### src/rtl/microc_pkg.sv
// Shared constants for the microcontroller core: instruction layout and ALU op codes.
// Return-stack support is built only when MICROC_STACK_EN is defined.
package microc_pkg;
  localparam int INSTR_W = 16;

  localparam int OPC_MSB = 15;
  localparam int OPC_LSB = 10;
  localparam int RA1_MSB = 11;
  localparam int RA1_LSB = 8;
  localparam int RA2_MSB = 7;
  localparam int RA2_LSB = 4;
  localparam int WA3_MSB = 3;
  localparam int WA3_LSB = 0;
  localparam int IMM_MSB = 11;
  localparam int IMM_LSB = 4;

  typedef enum logic [2:0] {
    OP_PASS = 3'b000,
    OP_NOT  = 3'b001,
    OP_ADD  = 3'b010,
    OP_SUB  = 3'b011,
    OP_AND  = 3'b100,
    OP_OR   = 3'b101,
    OP_NEGA = 3'b110,
    OP_NEGB = 3'b111
  } alu_op_e;
endpackage

### src/rtl/microc_stack.sv
// Return-address LIFO. Push is ignored when full, pop when empty; dout shows the top entry.
module microc_stack #(
  parameter int PCW    = 10,
  parameter int SDEPTH = 8
) (
  input  logic                      clk,
  input  logic                      reset,
  input  logic                      push,
  input  logic                      pop,
  input  logic [PCW-1:0]            din,
  output logic [PCW-1:0]            dout,
  output logic                      full,
  output logic                      empty,
  output logic [$clog2(SDEPTH):0]   count
);
  localparam int CW = $clog2(SDEPTH) + 1;
  localparam int IW = $clog2(SDEPTH);

  logic [PCW-1:0] mem [SDEPTH];
  logic [IW-1:0]  top_idx;

  assign full    = (count == CW'(SDEPTH));
  assign empty   = (count == '0);
  assign top_idx = IW'(count - CW'(1));
  assign dout    = mem[top_idx];

  // Clearing the count is enough to discard the contents on reset.
  always_ff @(posedge clk or negedge reset) begin
    if (!reset)              count <= '0;
    else if (push && !full)  count <= count + CW'(1);
    else if (pop && !empty)  count <= count - CW'(1);
  end

  always_ff @(posedge clk) begin
    if (push && !full) mem[count[IW-1:0]] <= din;
  end
endmodule

### src/rtl/microc_call.sv
// Single-cycle microcontroller datapath with subroutine call/return.
// Define MICROC_STACK_EN to build the return stack; otherwise s_call/s_ret are ignored.
module microc_call import microc_pkg::*; #(
  parameter int DW     = 8,
  parameter int PCW    = 10,
  parameter int SDEPTH = 8
) (
  input  logic                    clk,
  input  logic                    reset,
  input  logic [INSTR_W-1:0]      instr,
  output logic [PCW-1:0]          iaddr,
  output logic [5:0]              Opcode,
  output logic                    z,
  input  logic                    s_inc,
  input  logic                    s_inm,
  input  logic                    we3,
  input  logic                    wez,
  input  logic [2:0]              Op,
  input  logic                    s_call,
  input  logic                    s_ret,
  output logic [$clog2(SDEPTH):0] sp,
  output logic                    stk_err
);
  logic [DW-1:0]  rf [16];
  logic [3:0]     ra1, ra2, wa3;
  logic [DW-1:0]  a, b, alu, wd3;
  logic [PCW-1:0] pc, pc_inc, pc_nxt, target;

  assign Opcode = instr[OPC_MSB:OPC_LSB];
  assign ra1    = instr[RA1_MSB:RA1_LSB];
  assign ra2    = instr[RA2_MSB:RA2_LSB];
  assign wa3    = instr[WA3_MSB:WA3_LSB];
  assign target = instr[PCW-1:0];
  assign iaddr  = pc;
  assign pc_inc = pc + PCW'(1);

  // r0 is hardwired to zero on read; writes to it are dropped below.
  assign a   = (ra1 == 4'd0) ? '0 : rf[ra1];
  assign b   = (ra2 == 4'd0) ? '0 : rf[ra2];
  assign wd3 = s_inm ? DW'(instr[IMM_MSB:IMM_LSB]) : alu;

  always_comb begin
    alu = a;
    case (alu_op_e'(Op))
      OP_PASS: alu = a;
      OP_NOT:  alu = ~a;
      OP_ADD:  alu = a + b;
      OP_SUB:  alu = a - b;
      OP_AND:  alu = a & b;
      OP_OR:   alu = a | b;
      OP_NEGA: alu = '0 - a;
      OP_NEGB: alu = '0 - b;
      default: alu = a;
    endcase
  end

  always_ff @(posedge clk) begin
    if (we3 && wa3 != 4'd0) rf[wa3] <= wd3;
  end

  always_ff @(posedge clk or negedge reset) begin
    if (!reset) begin
      pc <= '0;
      z  <= 1'b0;
    end else begin
      pc <= pc_nxt;
      if (wez) z <= (alu == '0);
    end
  end

`ifdef MICROC_STACK_EN
  logic           push, pop, full, empty, err_set;
  logic [PCW-1:0] top;

  // Call wins over return, return over plain sequencing.
  always_comb begin
    push    = 1'b0;
    pop     = 1'b0;
    err_set = 1'b0;
    pc_nxt  = s_inc ? pc_inc : target;
    if (s_call) begin
      pc_nxt  = target;
      push    = !full;
      err_set = full;
    end else if (s_ret) begin
      if (empty) begin
        pc_nxt  = pc_inc;
        err_set = 1'b1;
      end else begin
        pc_nxt = top;
        pop    = 1'b1;
      end
    end
  end

  microc_stack #(.PCW(PCW), .SDEPTH(SDEPTH)) u_stack (
    .clk   (clk),
    .reset (reset),
    .push  (push),
    .pop   (pop),
    .din   (pc_inc),
    .dout  (top),
    .full  (full),
    .empty (empty),
    .count (sp)
  );

  always_ff @(posedge clk or negedge reset) begin
    if (!reset)       stk_err <= 1'b0;
    else if (err_set) stk_err <= 1'b1;
  end
`else
  logic unused_stack;
  assign unused_stack = s_call ^ s_ret;
  assign pc_nxt       = s_inc ? pc_inc : target;
  assign sp           = '0;
  assign stk_err      = 1'b0;
`endif
endmodule

### config.mk
export PLATFORM = sky130hd
export DESIGN_NAME = microc_call
export DESIGN_NICKNAME = d
export VERILOG_FILES = /design/src/rtl/microc_pkg.sv /design/src/rtl/microc_stack.sv /design/src/rtl/microc_call.sv
export SDC_FILE = /design/constraint.sdc
export NUM_CORES = 1
export LEC_CHECK = 0
export BUFFER_PORTS_ARGS = -buffer_cell sky130_fd_sc_hd__buf_2
export CAP_MARGIN = 20
export CORE_MARGIN = 3
export CORE_UTILIZATION = 55
export DETAILED_ROUTE_END_ITERATION = 8
export GPL_TIMING_DRIVEN = 0
export PLACE_DENSITY_LB_ADDON = 0.2
export SLEW_MARGIN = 20
export SYNTH_ARGS = -nofsm -noshare
export SYNTH_HDL_FRONTEND = slang
export SYNTH_SLANG_ARGS = --single-unit
### constraint.sdc
create_clock -name clk -period 4.1 [get_ports clk]
set_clock_uncertainty 0.1 [all_clocks]
set_input_delay 0.205 -clock clk [delete_from_list [all_inputs] [get_ports clk]]
set_output_delay 0.205 -clock clk [all_outputs]
set_load 0.01 [all_outputs]
==> Word-level counts from Yosys, hierarchy flattened <==
Memories as Yosys holds them, arrays and structs flattened.
Index checks and enable logic that the tools add are counted.
{ "totals": {"reg_bits": 11, "ramBits": 128, "inputBits": 27, "out_inout_bits": 22, "word_cells": 31, "memories": 1} }
{ "mem_list": {"columns": ["memory", "words", "word_bits", "read_ports", "rd_ports_with_merged_regs", "write_ports", "line_no", "source"], "rows": [
  ["rf", 16, 8, 2, 0, 1, "microc_call.sv:24", "logic [DW-1:0] rf [16];"]
]} }
{ "op_classes": {"add_sub_neg": 5, "eq_ne": 7, "mux": 7, "bitwise": 3, "reduce_logical": 6} }
{ "ops": {"columns": ["operator", "n"], "rows": [
  ["8-bit one-hot mux with 8 select lines", 1],
  ["8-bit 2-to-1 mux", 3],
  ["1-bit by 8-bit subtractor with 8-bit output (first input constant)", 2],
  ["3-bit == test (second input constant)", 4],
  ["10-bit by 1-bit adder with 10-bit output (second input constant)", 1],
  ["10-bit 2-to-1 mux", 1],
  ["8-bit adder", 1],
  ["8-bit bitwise AND", 1],
  ["4-bit logical NOT", 2],
  ["8-bit logical NOT", 1],
  ["8-bit inverter", 1],
  ["8-bit bitwise OR", 1],
  ["8-bit subtractor", 1],
  ["3-bit by 2-bit == test with 1-bit output (second input constant)", 2],
  ["4-bit nonzero test", 1],
  ["3-bit by 1-bit == test with 1-bit output (second input constant)", 1],
  ["3-bit logical NOT", 1],
  ["1-bit 2-to-1 mux", 2],
  ["1-bit logical AND", 1]
]} }

==> Logic depth before layout (Yosys ltp) <==
Gate-level depths: netlist of the first run.
{ "depth": {"ltp_word": 5, "depth_mapped": 20, "ltp_nobuf": 18} }

==> Worst setup path before layout of the first run <==
No wires, ideal clock.
{ "synth_timing": {"kind": "input -> register", "startpoint": "input instr[4]", "endpoint": "memory rf[10][7], data pin", "setup_ns": 0.279, "arrival_time_ns": 4.132, "t_required_ns": 3.721, "setup_slack_ns": -0.411, "path_stages": 20, "n_path_buf": 2, "path_cell_list": "buf_6 buf_8 and2b_1 a221oi_1 o31ai_2 inv_1 ha_1 nand2_1 o21ai_0 inv_1 ha_1 nor2b_1 o21ai_0 a21oi_1 o41ai_1 xnor2_1 mux2_1 o21ai_1 o31ai_2 o21ai_1"} }
{ "synth_via": {"elab_chain_len": 5, "elab_cells_between_ends": 10, "classes_between": "3 x add/sub; 3 x mux; 2 x bitwise; 1 x reduce/logical; 1 x memory"} }
{ "synth_lines": {"columns": ["element", "line_no", "source"], "rows": [
  ["from (decl)", "microc_call.sv:10", "input logic [INSTR_W-1:0] instr,"],
  ["memory 16 x 8 bit / 4-bit logical NOT (equally long branches)", null, null],
  ["8-bit 2-to-1 mux *", "microc_call.sv:39", "assign b = (ra2 == 4'd0) ? '0 : rf[ra2];"],
  ["1-bit by 8-bit subtractor with 8-bit output (tied with other cells)", "microc_call.sv:52", "OP_NEGB: alu = '0 - b;"],
  ["8-bit one-hot mux with 8 select lines *", "microc_call.sv:44", "case (alu_op_e'(Op))"],
  ["8-bit 2-to-1 mux *", "microc_call.sv:40", "assign wd3 = s_inm ? DW'(instr[IMM_MSB:IMM_LSB]) : alu;"],
  ["net wd3[7]", "microc_call.sv:26", "logic [DW-1:0] a, b, alu, wd3;"],
  ["to (decl)", "microc_call.sv:24", null]
]} }
The timed path passes the listed nets; every way through them passes the cells marked *.

==> results.sh, run 1 <==
export IMPL_tightest_slew_ns=1.017
export IMPL_critical_path_class="flop to flop"
export IMPL_synth_common_cells="edfxtp_1, nor2_1, mux4_2"
export IMPL_final_nets=677
export IMPL_numCtsBuffers=17
export IMPL_required_ns=4.10
export IMPL_grt_usage_pct=26.46
export IMPL_cts_max_level=4
export IMPL_syn_avg_cell_area_um2=13.53
export IMPL_hold_class="input port to flop"
export IMPL_initial_utilization_pct=57.29
export IMPL_grt_max_degree=17
export IMPL_place_ws_ns=-1.028
export IMPL_violations="setup timing"
export IMPL_hold_depth=3
export IMPL_drc=0
export IMPL_syn_to_final_growth_pct=17.06
export IMPL_via_per_inst=6.584
export IMPL_ios=49
export IMPL_row_count=42
export IMPL_async_reset_ff_share_pct=8.397
export IMPL_fin_ws_ns=-0.07527
export IMPL_slew_headroom_pct=32.22
export IMPL_cp_end_kind="flop"
export IMPL_gp_congestion=0.8888
export IMPL_overflow=0
export IMPL_synth_largest_area_cell="edfxtp_1"
export IMPL_synth_area_mm2=0.007737
export IMPL_clkSinkCount=131
export IMPL_setup_viol=30
export IMPL_clockBufferDepth=2
export IMPL_r2r_end="rf[1][6]"
export IMPL_cp_arrival_ns=4.17
export IMPL_path_max_fanout=8
export IMPL_yosysTopAreaCellShare_pct=46.57
export IMPL_drive_above_1_share_pct=31.28
export IMPL_grt_pass1_wl_um=31680
export IMPL_maxSlewViolCount=0
export IMPL_multiInputGateArea_mm2=0.003739
export IMPL_dp_hpwl_um=14220
export IMPL_io_buffers=30
export IMPL_fill_cells=941
export IMPL_cts_tree="yes"
export IMPL_dr_first_iter_drc_count=594
export IMPL_synth_main_ff_cell="edfxtp_1"
export IMPL_slowest_delay_ns=0.49
export IMPL_total_power_uw=3882
export IMPL_finalCritPeriodShare_pct=101.8
export IMPL_ys_warn_count=0
export IMPL_regArea_mm2=0.003879
export IMPL_period_needed_ns=4.175
export IMPL_grt_setup_unrepaired="true"
export IMPL_cp_start_kind="flop"
export IMPL_crit_top_cell="a21oi_2"
export IMPL_synth_edf_count=120
export IMPL_vias=5432
export IMPL_die_w_um=124.6
export IMPL_netlist_top_cells_area="edfxtp_1, mux4_2, dfrtp_1, mux2i_1, mux2_2"
export IMPL_worstRegToRegCells=17
export IMPL_cpMaxStageDelayCell="mux4_2"
export IMPL_diodes=0
export IMPL_crit_reg2reg_launch="rf[14][0]"
export IMPL_r2r_slack_ns=-0.08
export IMPL_antenna_found_initial=0
export IMPL_p_leak_uw=0.003177
export IMPL_dr_pass1_iters=6
export IMPL_p_per_area_mw_per_mm2=428.6
export IMPL_synth_most_common_cell="edfxtp_1"
export IMPL_insertion_delay_ns=0.42
export IMPL_wl_per_cell_um=24.64
export IMPL_ys_seq_area_share_pct=50.13
export IMPL_clk_pin_slew_worst_paths_ns=0.06
export IMPL_grt_pass1_vias=5567
export IMPL_root_buffer="clkbuf_16"
export IMPL_max_cap_violations=0
export IMPL_max_vdd_ir_drop_mv=0.2987
export IMPL_synth_seq_cells=131
export IMPL_min_from="instr[2]"
export IMPL_cp_startpoint="rf[14][0]"
export IMPL_fp_dieH_um=124.6
export IMPL_routed_wirelength_um=20320
export IMPL_coreArea_mm2=0.01351
export IMPL_hold_viol=0
export IMPL_syn_inst=572
export IMPL_hold_end="iaddr[2]"
export IMPL_drtAntennaViolNets=0
export IMPL_dieArea_mm2=0.01553
export IMPL_synth_distinct_cells=70
export IMPL_fmax_mhz=239.5
export IMPL_cp_cell_sequence="mux4_2 -> a22oi_2 -> o31ai_4 -> inv_2 -> ha_4 -> nor2_1 -> xnor2_1 -> ha_1 -> nor2b_4 -> o21ai_2 -> nand2b_1 -> a21o_1 -> a21oi_2 -> mux2i_2 -> a21oi_2 -> a31oi_4 -> mux2i_4"
export IMPL_status="complete, but fails checks"
-- worst max-delay path by stage --
| stage | depth (start not counted) | slack [ns] | to |
|---|---|---|---|
| finish | 17 | -0.08 | rf[1][6] |
| floorplan | 20 | 0.008 | rf[10][7] |
| global route | 17 | -0.22 | rf[7][7] |
| detailed placement | 16 | -1.03 | rf[10][7] |
| CTS | 18 | -0.0001 | rf[5][7] |
| global placement | 16 | -0.98 | rf[10][7] |
-- critical path: cells and delay by family, from the launching register on --
kind | cells | cell delay (ns)
flops | 1 | 0.40
compound gates | 7 | 1.36
buf+inv | 1 | 0.10
xor+xnor | 1 | 0.14
fa+ha+maj | 2 | 0.52
simple gates | 3 | 0.29
mux | 3 | 0.93
-- layout by cell type, fill, tap and decap left out, types with 4 or more instances in the layout --
cell type,Yosys,routed
clkinv_1,2,6
nor3_1,7,4
nor2_1,52,51
xor2_1,10,10
mux2i_1,27,25
clkbuf_1,12,12
o21ai_2,0,5
nand2b_1,5,5
bufinv_16,0,4
o22ai_1,4,4
a211oi_1,9,8
ha_1,12,11
inv_1,10,8
and2_1,4,4
nand2_1,16,15
nor2b_1,17,16
mux2_2,22,23
conb_1,1,5
a21oi_2,1,5
a31oi_1,6,5
edfxtp_1,120,120
buf_1,4,4
nand3_1,11,11
clkbuf_16,0,17
buf_2,7,37
a221oi_1,13,12
xnor2_1,15,15
o31ai_2,6,4
buf_6,7,8
mux4_1,5,5
buf_4,15,20
dfrtp_1,11,11
a22oi_1,9,7
a21oi_1,24,20
mux4_2,41,41
o21ai_0,12,8
-- what timing repair did --
action | 4_1_cts | 5_1_grt
setup endpoints to repair | 46 | 46
hold buffers | 3 | 0
hold endpoints to repair | 13 | 0
resized for setup | 15 | 16
setup buffers | 6 | 1
pin swaps | 10 | 6
gates cloned | 0 | 1
-- stage by stage --
stage                     std cells  cell area, um^2    TNS (ns)  hold WS (ns)  utilization (%)
final                           825             9057      -1.940       0.02905            67.07
after global placement          782             8198      -33.41      -0.02024            60.70
after CTS                       823             8969  -0.0002127       0.02057            66.41
after global routing            825             9057      -8.695       0.02988            67.07
after floorplan                 576             7828           0       -0.1906                -
after detailed placement        783             8220      -36.74     -0.008528            60.87
-- registers in the layout (all words and copies together), names as in the netlist --
register and flops:
iaddr 10, rf 120, z 1
-- report_power, final --
group	leakage, uW	switching, uW	internal, uW
clock	0.000289	524	1000
combinational	0.00168	458	340
sequential	0.00121	24.2	1540
-- cell families (layout without fill, tap and decap cells) --
group	Yosys count	in the layout	share of synthesized area [%]
flip-flops	131	131	50.13
AND/OR/NAND/NOR	130	130	8.377
AO/OA/AOI/OAI	113	113	10.72
multiplexers	100	101	21.09
buffers and inverters	58	130	4.479
XOR/XNOR	25	25	2.830
adder cells (fa/ha/maj)	14	14	2.329
other	1	5	0.04847
-- metal layers --
layer	global-route usage, %	routed length (um)
met1	34.07	8020
met2	44.08	10250
met3	6.046	1591
met4	9.800	460
met5	0	0
-- layout make-up --
type,count,area share [%]
plain buffers,46,3.523
well taps,176,2.431
inverters,12,0.4973
clock inverters,13,1.837
clock buffers,18,4.738
flip-flops and latches,131,42.82
multi-input cells,388,41.28
repair buffers,41,2.873
(Power assumes the default switching activity.)
==> run 2, diff against run 1 <==
ABC_AREA = 1   (was unset)
CELL_PAD_IN_SITES_DETAIL_PLACEMENT = 1   (was unset)
CELL_PAD_IN_SITES_GLOBAL_PLACEMENT = 1   (was unset)
CORE_UTILIZATION = 42   (was 55)
==> results.sh, run 2 <==
export IMPL_largest_reg_flops=128
export IMPL_cp_arrival_ns=3.90
export IMPL_async_reset_ff_share_pct=7.914
export IMPL_final_cells=1563
export IMPL_synth_area_mm2=0.009087
export IMPL_insertion_delay_ns=0.43
export IMPL_ios=49
export IMPL_fp_dieH_um=153.1
export IMPL_tightest_slew_ns=1.010
export IMPL_cts_tree="yes"
export IMPL_hold_end="iaddr[3]"
export IMPL_row_count=53
export IMPL_regMostFlops="rf"
export IMPL_grt_setup_unrepaired="false"
export IMPL_layout_commonest_cell="nand2_1"
export IMPL_yosysTopAreaCellShare_pct=42.30
export IMPL_initial_utilization_pct=42.96
export IMPL_max_vdd_ir_drop_mv=0.3330
export IMPL_synth_most_common_cell="nand2_1"
export IMPL_p_leak_uw=0.004943
export IMPL_syn_to_final_growth_pct=15.45
export IMPL_path_max_fanout=16
export IMPL_status="finished clean"
export IMPL_synth_fa_ha_area_share_pct=1.873
export IMPL_place_inst=1522
export IMPL_gp_congestion=0.8717
export IMPL_final_cell_area_mm2=0.01049
export IMPL_synth_distinct_cells=41
export IMPL_ys_warn_count=0
export IMPL_setup_viol=0
export IMPL_cts_max_level=4
export IMPL_synth_top_family_by_area="simple AND/OR/NAND/NOR gates"
export IMPL_drtAntennaViolNets=0
export IMPL_grt_pass1_wl_um=49820
export IMPL_netlist_top_cells_area="edfxtp_1, nand2_1, nand3_1, inv_1, dfrtp_1"
export IMPL_synth_compound_area_share_pct=6.829
export IMPL_drc=0
export IMPL_synth_common_cells="nand2_1, inv_1, nand3_1"
export IMPL_syn_avg_cell_area_um2=7.573
export IMPL_root_buffer="clkbuf_16"
export IMPL_slew_headroom_pct=32.44
export IMPL_via_per_inst=5.456
export IMPL_io_buffers=34
export IMPL_drive_above_1_share_pct=15.06
export IMPL_clockBufferDepth=2
export IMPL_grt_usage_pct=27.76
export IMPL_wl_per_cell_um=20.83
export IMPL_dp_hpwl_um=22560
export IMPL_die_w_um=153.1
export IMPL_r2r_end="rf[4][6]"
export IMPL_cp_start_kind="input port"
export IMPL_numCtsBuffers=17
export IMPL_finalCritPeriodShare_pct=93.40
export IMPL_synth_simple_area_share_pct=32.18
export IMPL_final_nets=1315
export IMPL_cp_end_kind="flop"
export IMPL_period_needed_ns=3.829
export IMPL_p_per_area_mw_per_mm2=395.4
export IMPL_dr_pass1_iters=7
export IMPL_grt_max_degree=17
export IMPL_vias=8528
export IMPL_synth_xor_xnor_area_share_pct=0.9638
export IMPL_fin_ws_ns=0.2708
export IMPL_crit_reg2reg_launch="rf[1][0]"
export IMPL_dieArea_mm2=0.02344
export IMPL_diodes=0
export IMPL_synth_largest_area_cell="edfxtp_1"
export IMPL_overflow=0
export IMPL_required_ns=4.18
export IMPL_dr_first_iter_drc_count=580
export IMPL_post_dp_cell_area_mm2=0.009691
export IMPL_min_from="instr[3]"
export IMPL_post_route_util_pct=49.59
export IMPL_clk_pin_slew_worst_paths_ns=0.06
export IMPL_critical_path_class="input port to flop"
export IMPL_worstRegToRegCells=26
export IMPL_synth_main_ff_cell="edfxtp_1"
export IMPL_mostFrequentLayoutCells="nand2_1, inv_1, nand3_1"
export IMPL_syn_inst=1200
export IMPL_synth_seq_cells=139
export IMPL_clkSinkCount=139
export IMPL_coreArea_mm2=0.02115
export IMPL_grt_pass1_vias=8772
export IMPL_hold_depth=3
export IMPL_synthMuxAreaShare_pct=0
export IMPL_synth_edf_count=128
export IMPL_ys_seq_area_share_pct=45.33
export IMPL_hold_viol=0
export IMPL_hold_class="input port to flop"
export IMPL_max_cap_violations=0
export IMPL_maxSlewViolCount=0
export IMPL_place_ws_ns=-0.8643
export IMPL_routed_wirelength_um=32570
export IMPL_antenna_found_initial=0
export IMPL_fmax_mhz=261.1
export IMPL_r2r_slack_ns=0.31
## run 2: cell count changes after synthesis, sizes merged, moves of 17 or more
cell    delta
nor2b     -17
o21ai     +29
mux4      -46
inv      +170
nand3    +157
nand2    +426
buf       +27
mux2      -26
mux2i     -28
o211ai    +31
## run 2: cell type report
class                      count  area, um^2
fill                        2644       10660
sequential                   139        4119
multi-input combinational    830        3994
inverter                     181       684.4
buffer                        63       479.2
clock buffer                  21       450.4
tap                          275       344.1
timing repair buffer          43       275.3
clock inverter                11       145.1
## run 2: layer usage
layer,up-vias,part of all wire (%),global-route usage [%]
li1,3986,-,-
met1,4104,41,34.72
met2,334,48,46.45
met3,104,7.1,5.804
met4,0,4.5,12.26
met5,-,0,0
## run 2: how the worst max path moves through the flow
stage	from	end	slack, ns
2_1_floorplan	instr[4]	rf[0][4]	0.32
3_3_place_gp	instr[6]	rf[5][4]	-1.64
3_5_place_dp	instr[6]	rf[5][6]	-0.86
4_1_cts	rf[1][0]	rf[4][6]	0.04
5_1_grt	rf[1][0]	rf[4][6]	0.008
6_report	instr[5]	rf[4][6]	0.27
## run 2: where the power goes
part	internal [uW]	switching, uW
logic	294	623
registers	1630	16.4
clock network	971	616
total	2890	1260
## run 2: worst max-delay path, stage by stage
cell	delay (ns)
buf_2	0.12
inv_2	0.04
buf_2	0.27
buf_4	0.30
o211ai_2	0.12
nand3_1	0.09
nand3_1	0.12
nand2_2	0.12
nand2_4	0.08
ha_2	0.20
nor2_1	0.14
xnor2_1	0.13
inv_1	0.06
ha_2	0.30
a21oi_1	0.18
o21ai_1	0.12
and2_4	0.15
o21ai_0	0.15
nand2_1	0.08
xnor2_1	0.22
o32ai_1	0.11
nor2_1	0.16
nand2_1	0.08
nand2_2	0.09
o21ai_4	0.07
buf_12	0.17
## run 2: kinds of logic (layout without fill, tap and decap cells)
family / count (synthesis) / in the layout
AND/OR/NAND/NOR: 690 / 690
adder cells (fa/ha/maj): 13 / 13
other: 1 / 13
AO/OA/AOI/OAI: 103 / 104
flip-flops: 139 / 139
buffers and inverters: 244 / 319
XOR/XNOR: 10 / 10
## run 2: metrics by stage
stage               setup TNS [ns]  power, uW  hold slack [ns]
floorplan                        0       2231          -0.1906
global placement           -137.62       2486         0.007012
detailed placement          -63.24       2519         0.009713
CTS                              0       4100          0.03361
global route                     0       4323          0.04971
finish                           0       4149          0.04589
## run 2: what timing repair did
action	CTS	global route
hold buffers	5	0
endpoints found under the hold margin	15	0
cloned	0	1
buffers inserted	0	3
setup endpoints to repair	80	81
pin swaps	0	6
gates resized for setup	5	20
==> run 3, diff against run 2 <==
PLACE_DENSITY = 0.74   (was unset)
PLACE_DENSITY_LB_ADDON = unset   (was 0.2)
==> results.sh, run 3 (synthesis results as in run 2) <==
export IMPL_largest_reg_flops=128
export IMPL_antenna_found_initial=0
export IMPL_die_w_um=153.1
export IMPL_final_cells=1564
export IMPL_slew_headroom_pct=24.71
export IMPL_row_count=53
export IMPL_drive_above_1_share_pct=15.05
export IMPL_wl_met2_um=15870
export IMPL_dr_wl_met3_um=2358
export IMPL_clkSinkCount=139
export IMPL_via_per_inst=5.411
export IMPL_ios=49
export IMPL_initial_utilization_pct=42.96
export IMPL_setup_viol=0
export IMPL_hold_class="input port to flop"
export IMPL_drtAntennaViolNets=0
export IMPL_mostFrequentLayoutCells="nand2_1, inv_1, nand3_1"
export IMPL_place_inst=1522
export IMPL_finalCritPeriodShare_pct=93.41
export IMPL_final_nets=1316
export IMPL_fp_dieH_um=153.1
export IMPL_grt_max_degree=17
export IMPL_io_buffers=34
export IMPL_required_ns=4.13
export IMPL_status="finished clean"
export IMPL_p_leak_uw=0.004956
export IMPL_hold_viol=0
export IMPL_drc=0
export IMPL_critical_path_buf_inv_count=5
export IMPL_cpLargestDelayFamily="simple AND/OR/NAND/NOR gates"
export IMPL_cpMaxStageDelayCell="ha_2"
export IMPL_max_cap_violations=0
export IMPL_dr_first_iter_drc_count=740
export IMPL_cts_tree="yes"
export IMPL_regMostFlops="rf"
export IMPL_clk_pin_slew_worst_paths_ns=0.06
export IMPL_cts_max_level=4
export IMPL_dieArea_mm2=0.02344
export IMPL_grt_pass1_wl_um=49940
export IMPL_cp_arrival_ns=3.86
export IMPL_vias=8463
export IMPL_tightest_slew_ns=1.125
export IMPL_crit_top_cell="nand2_1"
export IMPL_cp_start_kind="input port"
export IMPL_wl_per_cell_um=20.90
export IMPL_dp_hpwl_um=22780
export IMPL_p_per_area_mw_per_mm2=392.0
export IMPL_syn_to_final_growth_pct=15.70
export IMPL_maxSlewViolCount=0
export IMPL_dr_pass1_iters=5
export IMPL_layout_commonest_cell="nand2_1"
export IMPL_gp_congestion=0.8796
export IMPL_fmax_mhz=261.1
export IMPL_met1_length_um=13790
export IMPL_coreArea_mm2=0.02115
export IMPL_post_route_util_pct=49.70
export IMPL_diodes=0
export IMPL_fin_hold_ws_ns=0.04560
export IMPL_overflow=0
export IMPL_path_max_fanout=10
export IMPL_fill_cells=2675
export IMPL_cp_end_kind="flop"
export IMPL_insertion_delay_ns=0.43
export IMPL_grt_pass1_vias=8758
export IMPL_slowest_delay_ns=0.30
export IMPL_period_needed_ns=3.830
export IMPL_critical_path_class="input port to flop"
export IMPL_grt_usage_pct=27.63
export IMPL_routed_wirelength_um=32690
export IMPL_top_layer_used="met4"
export IMPL_numCtsBuffers=17
export IMPL_root_buffer="clkbuf_16"
export IMPL_clockBufferDepth=2
export IMPL_max_vdd_ir_drop_mv=0.2995
==> run 3: changes by cell type in the layout (fill, tap and decap cells not counted), moves of 2 or more <==
cell,delta
o21ai_4,+2
inv_6,+6
nand2_1,+2
o21ai_2,-2
clkbuf_1,-3
==> run 3: layout make-up <==
class,count,area [um^2],share of cell area [%]
Inverter,181,684.4,6.510
Clock inverter,15,158.9,1.511
Tap cell,275,344.1,3.273
Multi-Input combinational cell,830,4004,38.08
Clock buffer,17,425.4,4.046
Timing Repair Buffer,44,295.3,2.809
Sequential cell,139,4119,39.18
Buffer,63,483.0,4.594
==> run 3: worst paths after layout <==
| kind | from | end | slack (ns) | cells past startpoint |
|---|---|---|---|---|
| min reg2reg | z | z | 0.38 | 2 |
| min in group asynchronous | reset | iaddr[8] | 0.11 | 2 |
| min | instr[2] | iaddr[2] | 0.05 | 3 |
| max | instr[5] | rf[10][5] | 0.27 | 25 |
| max in group asynchronous | reset | iaddr[0] | 3.57 | 2 |
| max reg2reg | rf[8][0] | rf[10][5] | 0.31 | 21 |
==> run 3: routing by layer <==
| layer | up-vias | GRT usage [%] |
|---|---|---|
| met5 | - | 0 |
| met4 | 0 | 7.934 |
| met3 | 45 | 4.162 |
| met2 | 296 | 46.60 |
| met1 | 4128 | 37.11 |
| li1 | 3994 | - |
==> run 3: repair_timing <==
action | in CTS | in global routing
endpoints found under the setup margin | 80 | 81
resized for setup | 6 | 18
pin swaps | 1 | 4
hold buffers | 5 | 0
setup buffers | 1 | 2
cloned | 0 | 1
endpoints found under the hold margin | 15 | 0
==> run 3: worst reg2reg max path, cell delays in order (launching register included) <==
cell and delay [ns]:
edfxtp_1 0.43, o211ai_1 0.20, nand3_1 0.12, nand3_1 0.13
nand2_2 0.11, nand2_2 0.12, ha_1 0.19, nor2_1 0.06
xnor2_1 0.16, inv_1 0.06, ha_2 0.30, a21oi_2 0.18
nand2_1 0.11, nand2_1 0.11, nand2_1 0.06, a21oi_1 0.15
xor2_1 0.16, nor2_1 0.08, a221oi_2 0.25, nand3_2 0.16
nand2_4 0.13, o21ai_4 0.14
==> run 3: per-stage QoR <==
stage,setup TNS (ns),total power (uW),instance area (um^2),setup slack [ns]
after floorplan,0,2231,9133,0.3194
after global routing,-0.1892,4312,10510,-0.02121
final,0,4122,10510,0.2702
after detailed placement,-62.23,2518,9686,-0.8498
after CTS,0,4077,10370,0.004499
after global placement,-142.21,2489,9647,-1.637
==> run 3: power breakdown <==
part,switching [uW],internal (uW),total [uW]
Combinational,624,299,923
Clock,651,904,1560
Sequential,16.2,1630,1640
Total,1290,2830,4120
